**src/rtl/nes_cpu_pkg.sv**
```systemverilog
// Shared CPU-side definitions: memory address width and the memory arbiter state type.
`ifndef BYTE
`define BYTE 8
`endif

package nes_cpu_pkg;

  localparam int MEM_ADDR_SIZE = 16;

  typedef enum logic [1:0] {
    IDLE  = 2'd0,
    FETCH = 2'd1,
    DATA  = 2'd2
  } mem_arb_state_t;

endpackage

```
**src/rtl/mem_arb_pick.sv**
```systemverilog
// Combinational winner selection between the fetch and data ports.
// MEM_ARB_RR_EN selects round-robin; otherwise data has priority unless fetch is starving.
module mem_arb_pick (
  input  logic f_req_i,
  input  logic d_req_i,
`ifdef MEM_ARB_RR_EN
  input  logic last_d_i,
`else
  input  logic starve_hit_i,
`endif
  output logic f_win_o,
  output logic d_win_o
);

  always_comb begin
    f_win_o = 1'b0;
    d_win_o = 1'b0;
    if (f_req_i && d_req_i) begin
`ifdef MEM_ARB_RR_EN
      // The port that was not granted most recently goes first.
      if (last_d_i) begin
        f_win_o = 1'b1;
      end else begin
        d_win_o = 1'b1;
      end
`else
      if (starve_hit_i) begin
        f_win_o = 1'b1;
      end else begin
        d_win_o = 1'b1;
      end
`endif
    end else begin
      f_win_o = f_req_i;
      d_win_o = d_req_i;
    end
  end

endmodule

```
**src/rtl/mem_arbiter.sv**
```systemverilog
// Two-port (instruction fetch / data) arbiter for a single combinational 3-byte memory.
// Build option MEM_ARB_RR_EN replaces data-priority + starvation guard with round-robin.
`ifndef BYTE
`define BYTE 8
`endif

module mem_arbiter
  import nes_cpu_pkg::*;
#(
  parameter int STARVE_LIMIT = 4
) (
  input  logic                     clk_i,
  input  logic                     rst_i,
  input  logic                     f_req_i,
  input  logic [MEM_ADDR_SIZE-1:0] f_addr_i,
  output logic                     f_gnt_o,
  output logic                     f_valid_o,
  output logic [3*`BYTE-1:0]       f_data_o,
  input  logic                     d_req_i,
  input  logic                     d_we_i,
  input  logic [MEM_ADDR_SIZE-1:0] d_addr_i,
  input  logic [`BYTE-1:0]         d_wdata_i,
  output logic                     d_gnt_o,
  output logic                     d_valid_o,
  output logic [`BYTE-1:0]         d_rdata_o,
  output logic [MEM_ADDR_SIZE-1:0] mem_addr_o,
  output logic                     mem_we_o,
  output logic [`BYTE-1:0]         mem_wdata_o,
  input  logic [3*`BYTE-1:0]       mem_rdata_i,
  output mem_arb_state_t           dbg_state_o,
  output logic                     dbg_last_d_o
);

  // Handshake: a port raises req and holds its address/data stable until its gnt
  // cycle; gnt is high for exactly one cycle and valid pulses the cycle after gnt.

  mem_arb_state_t           state_q, state_d;
  logic [MEM_ADDR_SIZE-1:0] addr_q, addr_d;
  logic                     we_q, we_d;
  logic [`BYTE-1:0]         wdata_q, wdata_d;
  logic                     f_valid_q, f_valid_d;
  logic [3*`BYTE-1:0]       f_data_q, f_data_d;
  logic                     d_valid_q, d_valid_d;
  logic [`BYTE-1:0]         d_rdata_q, d_rdata_d;
  logic                     last_d_q, last_d_d;

  logic f_eff, d_eff;
  logic f_win, d_win;

  // The port owning the memory this cycle cannot win the next decision.
  assign f_eff = f_req_i && (state_q != FETCH);
  assign d_eff = d_req_i && (state_q != DATA);

`ifdef MEM_ARB_RR_EN
  mem_arb_pick u_pick (
    .f_req_i  (f_eff),
    .d_req_i  (d_eff),
    .last_d_i (last_d_q),
    .f_win_o  (f_win),
    .d_win_o  (d_win)
  );
`else
  localparam int SW = (STARVE_LIMIT < 1) ? 1 : $clog2(STARVE_LIMIT + 1);

  logic [SW-1:0] starve_q, starve_d;
  logic          starve_hit;

  assign starve_hit = (starve_q >= SW'(STARVE_LIMIT));

  always_comb begin
    starve_d = starve_q;
    if (f_gnt_o) begin
      starve_d = '0;
    end else if (f_req_i && (starve_q < SW'(STARVE_LIMIT))) begin
      starve_d = starve_q + 1'b1;
    end
  end

  always_ff @(posedge clk_i) begin
    if (rst_i) begin
      starve_q <= '0;
    end else begin
      starve_q <= starve_d;
    end
  end

  mem_arb_pick u_pick (
    .f_req_i      (f_eff),
    .d_req_i      (d_eff),
    .starve_hit_i (starve_hit),
    .f_win_o      (f_win),
    .d_win_o      (d_win)
  );
`endif

  // Next-state decision and request capture.
  always_comb begin
    state_d = IDLE;
    addr_d  = addr_q;
    we_d    = we_q;
    wdata_d = wdata_q;
    case (state_q)
      IDLE: begin
        if (f_win) begin
          state_d = FETCH;
        end else if (d_win) begin
          state_d = DATA;
        end
      end
      FETCH: begin
        if (d_win) begin
          state_d = DATA;
        end
      end
      DATA: begin
        if (f_win) begin
          state_d = FETCH;
        end
      end
      default: state_d = IDLE;
    endcase
    if (state_d == FETCH) begin
      addr_d = f_addr_i;
      we_d   = 1'b0;
    end else if (state_d == DATA) begin
      addr_d  = d_addr_i;
      we_d    = d_we_i;
      wdata_d = d_wdata_i;
    end
  end

  // Memory-side outputs are driven only while a port owns the memory.
  always_comb begin
    f_gnt_o     = 1'b0;
    d_gnt_o     = 1'b0;
    mem_addr_o  = '0;
    mem_we_o    = 1'b0;
    mem_wdata_o = '0;
    case (state_q)
      FETCH: begin
        f_gnt_o    = 1'b1;
        mem_addr_o = addr_q;
      end
      DATA: begin
        d_gnt_o    = 1'b1;
        mem_addr_o = addr_q;
        mem_we_o   = we_q && !rst_i;
        if (we_q) begin
          mem_wdata_o = wdata_q;
        end
      end
      default: ;
    endcase
  end

  // Completion: read data is registered at the end of the grant cycle.
  always_comb begin
    f_valid_d = (state_q == FETCH);
    d_valid_d = (state_q == DATA);
    f_data_d  = f_data_q;
    d_rdata_d = d_rdata_q;
    last_d_d  = last_d_q;
    if (state_q == FETCH) begin
      f_data_d = mem_rdata_i;
      last_d_d = 1'b0;
    end
    if (state_q == DATA) begin
      last_d_d = 1'b1;
      if (!we_q) begin
        d_rdata_d = mem_rdata_i[`BYTE-1:0];
      end
    end
  end

  always_ff @(posedge clk_i) begin
    if (rst_i) begin
      state_q   <= IDLE;
      addr_q    <= '0;
      we_q      <= 1'b0;
      wdata_q   <= '0;
      f_valid_q <= 1'b0;
      f_data_q  <= '0;
      d_valid_q <= 1'b0;
      d_rdata_q <= '0;
      last_d_q  <= 1'b0;
    end else begin
      state_q   <= state_d;
      addr_q    <= addr_d;
      we_q      <= we_d;
      wdata_q   <= wdata_d;
      f_valid_q <= f_valid_d;
      f_data_q  <= f_data_d;
      d_valid_q <= d_valid_d;
      d_rdata_q <= d_rdata_d;
      last_d_q  <= last_d_d;
    end
  end

  assign f_valid_o    = f_valid_q;
  assign f_data_o     = f_data_q;
  assign d_valid_o    = d_valid_q;
  assign d_rdata_o    = d_rdata_q;
  assign dbg_state_o  = state_q;
  assign dbg_last_d_o = last_d_q;

endmodule
```
**config.mk**
```make
export PLATFORM = sky130hd
export DESIGN_NAME = mem_arbiter
export DESIGN_NICKNAME = d
export VERILOG_FILES = /design/src/rtl/nes_cpu_pkg.sv /design/src/rtl/mem_arb_pick.sv /design/src/rtl/mem_arbiter.sv
export SDC_FILE = /design/constraint.sdc
export NUM_CORES = 1
export LEC_CHECK = 0
export ABC_AREA = 1
export CAP_MARGIN = 15
export CORE_MARGIN = 3
export CORE_UTILIZATION = 45
export CTS_CLUSTER_SIZE = 25
export DETAILED_ROUTE_END_ITERATION = 7
export GPL_TIMING_DRIVEN = 0
export PLACE_DENSITY = 0.91
export SLEW_MARGIN = 15
export SYNTH_ARGS = -nofsm -noshare
export SYNTH_HDL_FRONTEND = slang
export SYNTH_SLANG_ARGS = --single-unit
```
**constraint.sdc**
```tcl
create_clock -name clk_i -period 3.4 [get_ports clk_i]
set_input_delay 0.68 -clock clk_i [delete_from_list [all_inputs] [get_ports clk_i]]
set_output_delay 0.68 -clock clk_i [all_outputs]
set_load 0.02 [all_outputs]
```
==> impl_metrics.yaml, run 1 <==
status:
  status: "complete, no violations"
clocking:
  cts_tree: "yes"
  clk_latency_ns: 0.33
  h-tree-depth: 3
  cts_root_buffer: "clkbuf_8"
  cts_sinks: 65
  cts_buffer_depth: 2
  cts_resized: 0
  clk_pin_slew_ns: 0.07
  hold_buffers: 0
  post_cts_buffers: 0
  numCtsBuffers: 9
layout:
  area_growth_pct: 54.0
  antenna_cells: 0
  fillers: 459
  utilization_pct: 73.8
  drive_gt1_share_pct: 8.83
  fin_nets: 641
  final_area_mm2: 0.00450
place:
  postPlaceCellArea_mm2: 0.00434
  portBuffers: 132
  dp_hpwl_mm: 6.42
  gp_congestion: 0.810
sta:
  rsz0062_at_grt: "false"
  hold_viol_final: 0
  hold_slack_ns: 0.461
  slew_headroom_pct: 79.9
  period_needed_ns: 2.99
  final-max-slew-violation-count: 0
  fin_skew_ns: 0.00802
  fin_crit_sh_pct: 87.9
  fmax_mhz: 335
  fin_tns_setup_ns: 0
  setup_viol: 0
  tightest_slew_ns: 0.301
pwr:
  p_int_w: 0.00138
  finalPower_w: 0.00200
  peakVddDrop_mv: 0.276
  switching_share_pct: 30.9
  power-per-cell-area_mw_per_mm2: 445
  clock_power_share_pct: 27.8
  p_seq_share_pct: 44.3
  comb_power_share_pct: 27.9
  p_sw_w: 0.000619
  p_leak_nw: 2.14
setup_path:
  worstPathArrival_ns: 2.31
  crit_required_ns: 2.72
  cpPeakStageDelay_ns: 0.62
  path_max_fanout: 10
  cp-end-kind: "output port"
  worst_setup_path_start_kind: "flip-flop"
  path_cells: "inv_1, ha_1, buf_2, buf_2, nand2_1, inv_1, clkdlybuf4s50_1"
  crit_slowest_cell: "clkdlybuf4s50_1"
  criticalPathCategory: "reg -> out"
yosys:
  synth_seq_cells: 65
  synthCells: 419
  synth-edff-count: 0
  syn_area_mm2: 0.00292
  synth_nets: 498
  ys_seq_area_share_pct: 44.5
  syn_area_per_cell_um2: 6.98
  async_reset_ff_share_pct: 0
  synth.distinct_cells: 20
  ys.flop_type: "dfxtp_1"
  ys_warn_count: 0
drt:
  drc: 0
  drtPass1Iterations: 4
  post_drt_via_cell_ratio: 4.78
  ant_nets: 0
  routedWlPerCell_um: 12.9
  drtIter0Drc: 122
  wl_mm: 8.29
  vias: 3066
global_route:
  grt_pass1_wl_mm: 13.7
  antenna_found_initial: 0
  busiest_layer: "met2"
  grt_pass1_vias: 3037
  grt.overflow.total: 0
  globalRouteMet2Util_pct: 41.7
  grt_max_degree: 11
  grtUsageMet1_pct: 26.1
  use_met3_pct: 5.89
  grt_usage_pct: 22.9
floorplan:
  fp.dieH_um: 86.6
  core-area_mm2: 0.00610
  die_w_um: 86.6
  rows: 28
  die-area_mm2: 0.00750
  initial_utilization_pct: 47.9
  ios: 133
min_path:
  min_path_type: "reg -> reg"
run:
  maxCapViolCount: 0
## worst max-delay path: cells and delay by family (launching register included)
| family | cells | cell delay [ns] |
|---|---|---|
| adder cells (fa/ha/maj) | 1 | 0.28 |
| buffers and inverters | 5 | 1.21 |
| flip-flops | 1 | 0.43 |
| AND/OR/NAND/NOR | 1 | 0.07 |
## flip-flops by register name, indices dropped and copies added (netlist names)
name	flops
we_q	1
f_data_o	24
dbg_state_o	2
d_rdata_o	8
dbg_last_d_o	1
addr_q	16
starve_q	3
wdata_q	8
d_valid_o	1
f_valid_o	1
## kinds of logic after synthesis
logic type / after synthesis / synth area share [%]
AOI/OAI and AO/OA: 53 / 9.08
adders and majority gates: 10 / 4.28
buffers and inverters: 78 / 12.5
DFF: 65 / 44.5
and+or+nand+nor: 213 / 29.7
## cell usage in the layout, fill, tap and decap left out
master           instances
inv_6                    1
or2_1                    1
nand3_1                 18
nor2_1                 112
clkbuf_1                 2
clkinvlp_4               1
clkdlybuf4s50_1        132
nand2_1                 70
o21ai_0                 15
nand3_2                  2
dfxtp_1                 65
inv_1                   53
buf_2                   10
inv_2                    4
clkinv_2                 3
nand2_2                  1
o21ai_1                 28
a21oi_1                 10
clkbuf_8                10
nor2_2                   8
buf_6                    5
ha_1                    10
nand2_4                  1
buf_4                    4
## cell type report
| class | instances | area (um^2) | area share, % |
|---|---|---|---|
| Buffer | 19 | 136 | 3.03 |
| Tap cell | 75 | 93.8 | 2.09 |
| Clock inverter | 3 | 17.5 | 0.389 |
| Inverter | 59 | 228 | 5.06 |
| Clock buffer | 12 | 145 | 3.22 |
| Multi-Input combinational cell | 276 | 1260 | 27.9 |
| Timing Repair Buffer | 132 | 1320 | 29.4 |
| Sequential cell | 65 | 1300 | 28.9 |
## stage by stage
stage,worst slack (ns),std cells
after floorplan,1.29,419
after global placement,0.515,626
after detailed placement,0.516,626
after CTS,0.387,641
after global routing,0.212,641
final,0.411,641
## cell usage after synthesis, types with 2 or more instances
cell     instances  area [um^2]
o21ai_0         15         75.1
dfxtp_1         65         1300
inv_1           53          199
nand3_1         18         90.1
a21oi_1         10         50.1
nor2_1         112          420
nand2_1         70          263
nor2_2           8         50.1
ha_1            10          125
inv_2            4         15.0
buf_2           10         50.1
buf_6            5         56.3
buf_4            4         30.0
nand3_2          2         20.0
o21ai_1         28          140
## per-layer routing
layer,wire length [um],vias up,part of all wire [%]
met3,782,11,9.4
li1,-,1554,-
met5,0,-,0
met4,93,0,1.1
met1,3350,1365,40
met2,4060,136,49
## worst paths after layout
check	to	slack, ns	from	cells past startpoint
worst min register to register	wdata_q[0]	0.46	wdata_q[0]	2
worst min-delay path	wdata_q[0]	0.46	wdata_q[0]	2
worst max-delay path	mem_addr_o[5]	0.41	dbg_state_o[0]	7
worst max register to register	addr_q[11]	1.15	dbg_state_o[0]	13
## power groups by stage
| stage | Sequential [W] | Clock [W] | Combinational [W] |
|---|---|---|---|
| after detailed placement | 0.000903 | 0 | 0.000557 |
| after CTS | 0.000887 | 0.000566 | 0.000563 |
| after global routing | 0.000897 | 0.000603 | 0.000620 |
| after global placement | 0.000898 | 0 | 0.000542 |
| after floorplan | 0.000934 | 0 | 0.000278 |
| final | 0.000886 | 0.000557 | 0.000559 |
Power figures use the tool's default switching activity.
==> run 2: changes to the inputs <==
CORE_UTILIZATION = 46   (was 45)
CTS_BUF_LIST = sky130_fd_sc_hd__clkbuf_8   (was not set)
PLACE_DENSITY = 0.93   (was 0.91)
==> run 2 against run 1 <==
Sequential power about the same. Fmax decreased by 0.12%. Clock-buffer cell count down 2. Hold slack improved by 0.0015 ns. Utilization rose by 1.6 points. Setup slack worse by 0.0036 ns. Clock skew down 0.00061 ns. Global-route usage increased by 0.65 points. Clock power grew 26%. Wire length grew 0.25%. Register-to-register slack better by 0.06 ns. Via count rose by 0.20%. Critical path type unchanged. Largest power group unchanged.
==> impl_metrics.yaml, run 2 (synthesis gave the netlist of run 1 again) <==
clocking:
  clk_pin_slew_ns: 0.07
  cts_buffer_depth: 2
  h-tree-depth: 3
  hold_buffers: 0
  cts_root_buffer: "clkbuf_8"
  cts_sinks: 65
  clk_latency_ns: 0.34
  cts_resized: 0
  post_cts_buffers: 0
  numCtsBuffers: 9
  cts_tree: "yes"
sta:
  setup_viol: 0
  fin_skew_ns: 0.00741
  slew_headroom_pct: 80.9
  fin_crit_sh_pct: 88.0
  hold_viol_final: 0
  final-max-slew-violation-count: 0
  tightest_slew_ns: 0.286
  fin_tns_setup_ns: 0
  rsz0062_at_grt: "false"
  period_needed_ns: 2.99
  fmax_mhz: 334
setup_path:
  reg2reg_setup_slack_ns: 1.21
  worstPathArrival_ns: 2.31
  cp.depth: 7
  timing.critical_path.from: "dbg_state_o[0]"
  cp-end-kind: "output port"
  critPathTopFamily: "buffers and inverters"
  cpPeakStageDelay_ns: 0.62
  crit-reg2reg-launch: "dbg_state_o[0]"
  worst-path-buf-inv: 5
  path_cells: "inv_1, ha_1, buf_2, buf_2, nand2_1, inv_1, clkdlybuf4s50_1"
  worst_setup_path_start_kind: "flip-flop"
  criticalPathCategory: "reg -> out"
  path_max_fanout: 10
  cp-endpoint: "mem_addr_o[11]"
  crit_required_ns: 2.72
  crit_slowest_cell: "clkdlybuf4s50_1"
  r2r_end: "addr_q[1]"
  r2r_cells: 14
floorplan:
  ios: 133
  die_w_um: 85.7
  rows: 28
  die-area_mm2: 0.00735
  fp.dieH_um: 85.7
  core-area_mm2: 0.00603
  initial_utilization_pct: 48.5
pwr:
  p_leak_nw: 2.17
  power-per-cell-area_mw_per_mm2: 472
  peakVddDrop_mv: 0.285
  finalPower_w: 0.00215
layout:
  final_common_cell: "clkdlybuf4s50_1"
  antenna_cells: 0
  final_area_mm2: 0.00455
  largest_reg_flops: 24
  drive_gt1_share_pct: 8.83
  final_cell_mix: "132 x clkdlybuf4s50_1, 112 x nor2_1, 70 x nand2_1"
  fillers: 440
  area_growth_pct: 55.6
  fin_nets: 641
drt:
  drc: 0
  drtIter0Drc: 88
  vias: 3072
  ant_nets: 0
  routedWlPerCell_um: 13.0
  wl_mm: 8.31
  drtPass1Iterations: 4
  post_drt_via_cell_ratio: 4.79
global_route:
  antenna_found_initial: 0
  grt_usage_pct: 23.6
  grt_pass1_wl_mm: 13.7
  grt_pass1_vias: 3025
  grt.overflow.total: 0
  grt_max_degree: 11
min_path:
  min_path_type: "reg -> reg"
place:
  postPlaceCellArea_mm2: 0.00434
  portBuffers: 132
  dp_hpwl_mm: 6.42
  gp_congestion: 0.828
status:
  status: "complete, no violations"
run:
  maxCapViolCount: 0
-- run 2: area by class of cell --
| cell class | count | area (um^2) | share of cell area [%] |
|---|---|---|---|
| multi-input combinational | 276 | 1260 | 27.6 |
| clock buffer | 10 | 138 | 3.03 |
| inverter | 59 | 228 | 5.01 |
| clock inverter | 5 | 72.6 | 1.60 |
| timing repair buffer | 132 | 1320 | 29.1 |
| buffer | 19 | 136 | 3.00 |
| tap | 75 | 93.8 | 2.06 |
| sequential | 65 | 1300 | 28.6 |
-- run 2: metal layers --
metal / vias up / global-route usage (%) / share of wire [%]
li1: 1554 / - / -
met1: 1382 / 26.6 / 42
met2: 120 / 40.5 / 48
met3: 16 / 8.84 / 8.7
met4: 0 / 8.78 / 1.9
met5: - / 0 / 0
-- run 2: worst reg2reg max path, cell delays in order (launching register included) --
cell and delay (ns):
dfxtp_1 0.42, inv_1 0.09, ha_1 0.31, inv_2 0.11, nand2_1 0.05, nor2_1 0.11, nand3_2 0.11, inv_1 0.09
ha_1 0.23, inv_2 0.08, buf_2 0.22, nor2_1 0.07, nor2_1 0.11, nand2_1 0.07, inv_1 0.05
-- run 2: how the worst min path moves through the flow --
| stage | startpoint | to | slack [ns] | cells past startpoint |
|---|---|---|---|---|
| after floorplan | wdata_q[0] | wdata_q[0] | 0.43 | 2 |
| after global placement | wdata_q[2] | wdata_q[2] | 0.44 | 2 |
| after detailed placement | wdata_q[1] | wdata_q[1] | 0.45 | 2 |
| after CTS | wdata_q[1] | wdata_q[1] | 0.46 | 2 |
| after global routing | wdata_q[2] | wdata_q[2] | 0.48 | 2 |
| final | wdata_q[2] | wdata_q[2] | 0.46 | 2 |
-- run 2: through the flow --
stage | hold slack (ns) | utilization (%) | instances | setup slack (ns)
3_5_place_dp | 0.453 | 72.0 | 626 | 0.501
5_1_grt | 0.481 | 75.5 | 641 | 0.224
2_1_floorplan | 0.429 | - | 419 | 1.29
3_3_place_gp | 0.443 | 72.0 | 626 | 0.513
4_1_cts | 0.463 | 75.5 | 641 | 0.374
6_report | 0.463 | 75.5 | 641 | 0.408
-- run 2: where the power goes --
group | leakage (nW) | total (W) | internal (W) | switching (W)
Clock | 0.115 | 0.000701 | 0.000422 | 0.000278
Combinational | 1.53 | 0.000558 | 0.000259 | 0.000299
Sequential | 0.534 | 0.000886 | 0.000845 | 0.0000412
==> run 3: changes to the inputs <==
CORE_MARGIN = 5   (was 3)
==> run 3 against run 2 <==
Global-route usage down 2.3 points. Non-clock buffer count stayed put. Critical endpoint is now mem_addr_o[12]. Clock skew is essentially flat. Hold slack improved by 0.0017 ns. Largest cell class unchanged.
==> impl_metrics.yaml, run 3 (synthesis gave the netlist of run 1 again) <==
status:
  status: "complete, no violations"
drt:
  wl_mm: 8.45
  vias: 3079
  ant_nets: 0
  drc: 0
  drtPass1Iterations: 4
  drtIter0Drc: 85
  routedWlPerCell_um: 13.1
  post_drt_via_cell_ratio: 4.78
floorplan:
  initial_utilization_pct: 46.6
  core-area_mm2: 0.00628
  fp.dieH_um: 89.7
  die-area_mm2: 0.00805
  rows: 29
  ios: 133
  die_w_um: 89.7
global_route:
  antenna_found_initial: 0
  grt_usage_pct: 21.3
  grt_pass1_vias: 3012
  grt_max_degree: 13
  grt.overflow.total: 0
  grt_pass1_wl_mm: 14.1
setup_path:
  path_max_fanout: 10
  cp-end-kind: "output port"
  crit_required_ns: 2.72
  criticalPathCategory: "reg -> out"
  crit-reg2reg-launch: "dbg_state_o[0]"
  r2r_end: "addr_q[14]"
  reg2reg_setup_slack_ns: 1.18
  worstPathArrival_ns: 2.35
  r2r_cells: 13
  worst_setup_path_start_kind: "flip-flop"
sta:
  slew_headroom_pct: 80.2
  tightest_slew_ns: 0.298
  fin_tns_setup_ns: 0
  hold_viol_final: 0
  fin_crit_sh_pct: 89.1
  setup_viol: 0
  final-max-slew-violation-count: 0
  rsz0062_at_grt: "false"
  fin_skew_ns: 0.00736
  fmax_mhz: 330
  period_needed_ns: 3.03
clocking:
  numCtsBuffers: 9
  post_cts_buffers: 0
  cts_tree: "yes"
  cts_resized: 0
  cts_sinks: 65
  clk_pin_slew_ns: 0.07
  cts_root_buffer: "clkbuf_8"
  clk_latency_ns: 0.35
  hold_buffers: 0
  h-tree-depth: 3
  cts_buffer_depth: 2
pwr:
  p_leak_nw: 2.16
  finalPower_w: 0.00218
  power-per-cell-area_mw_per_mm2: 478
  peakVddDrop_mv: 0.304
layout:
  final_common_cell: "clkdlybuf4s50_1"
  fin_nets: 641
  largest_reg_flops: 24
  area_growth_pct: 56.3
  final_cell_mix: "132 x clkdlybuf4s50_1, 112 x nor2_1, 70 x nand2_1"
  antenna_cells: 0
  final_area_mm2: 0.00457
  drive_gt1_share_pct: 9.35
min_path:
  min_path_type: "reg -> reg"
  hold_depth: 2
  holdPathEnd: "wdata_q[1]"
  hp-start: "wdata_q[1]"
place:
  dp_hpwl_mm: 6.60
  postPlaceCellArea_mm2: 0.00434
  gp_congestion: 0.866
  portBuffers: 132
run:
  maxCapViolCount: 0
==> run 3: worst max path at each step <==
stage	from	to	slack, ns	cells past startpoint
6_report	dbg_state_o[0]	mem_addr_o[12]	0.37	7
5_1_grt	dbg_state_o[0]	mem_addr_o[6]	0.19	7
4_1_cts	dbg_state_o[0]	mem_addr_o[6]	0.36	7
3_5_place_dp	rst_i	mem_we_o	0.49	4
3_3_place_gp	rst_i	mem_we_o	0.47	4
2_1_floorplan	dbg_state_o[0]	addr_q[0]	1.29	13
==> run 3: critical path, stage by stage, from the launching register on <==
cell	delay [ns]
dfxtp_1	0.42
inv_1	0.09
ha_1	0.27
buf_2	0.19
buf_2	0.25
nand2_1	0.09
inv_1	0.06
clkdlybuf4s50_1	0.63
==> run 3: cell type report <==
class                      instances  area [um^2]
sequential                        65         1300
multi-input combinational        276         1260
fill                             464         1710
tap                               77         96.3
buffer                            19          136
inverter                          59          228
clock inverter                     6         91.3
timing repair buffer             132         1320
clock buffer                      10          138
==> run 3: routing by layer <==
layer	part of all wire [%]	track usage, %	vias up
met5	0	0	-
met4	0.92	5.42	0
met3	9.4	8.93	10
met2	50	37.6	128
met1	40	23.3	1377
li1	-	-	1564
==> run 3: where the power goes <==
group	switching [W]	leakage, nW	total, W	internal, W
logic	0.000300	1.53	0.000559	0.000259
registers	0.0000417	0.534	0.000887	0.000845
clock network	0.000303	0.105	0.000736	0.000433
total	0.000645	2.16	0.00218	0.00154
==> run 3: stage by stage <==
stage / cells / setup slack [ns] / hold WS [ns] / utilization (%)
floorplan: 419 / 1.29 / 0.429 / -
global placement: 628 / 0.472 / 0.438 / 69.1
detailed placement: 628 / 0.489 / 0.450 / 69.1
CTS: 644 / 0.362 / 0.463 / 72.8
global route: 644 / 0.191 / 0.489 / 72.8
finish: 644 / 0.372 / 0.464 / 72.8
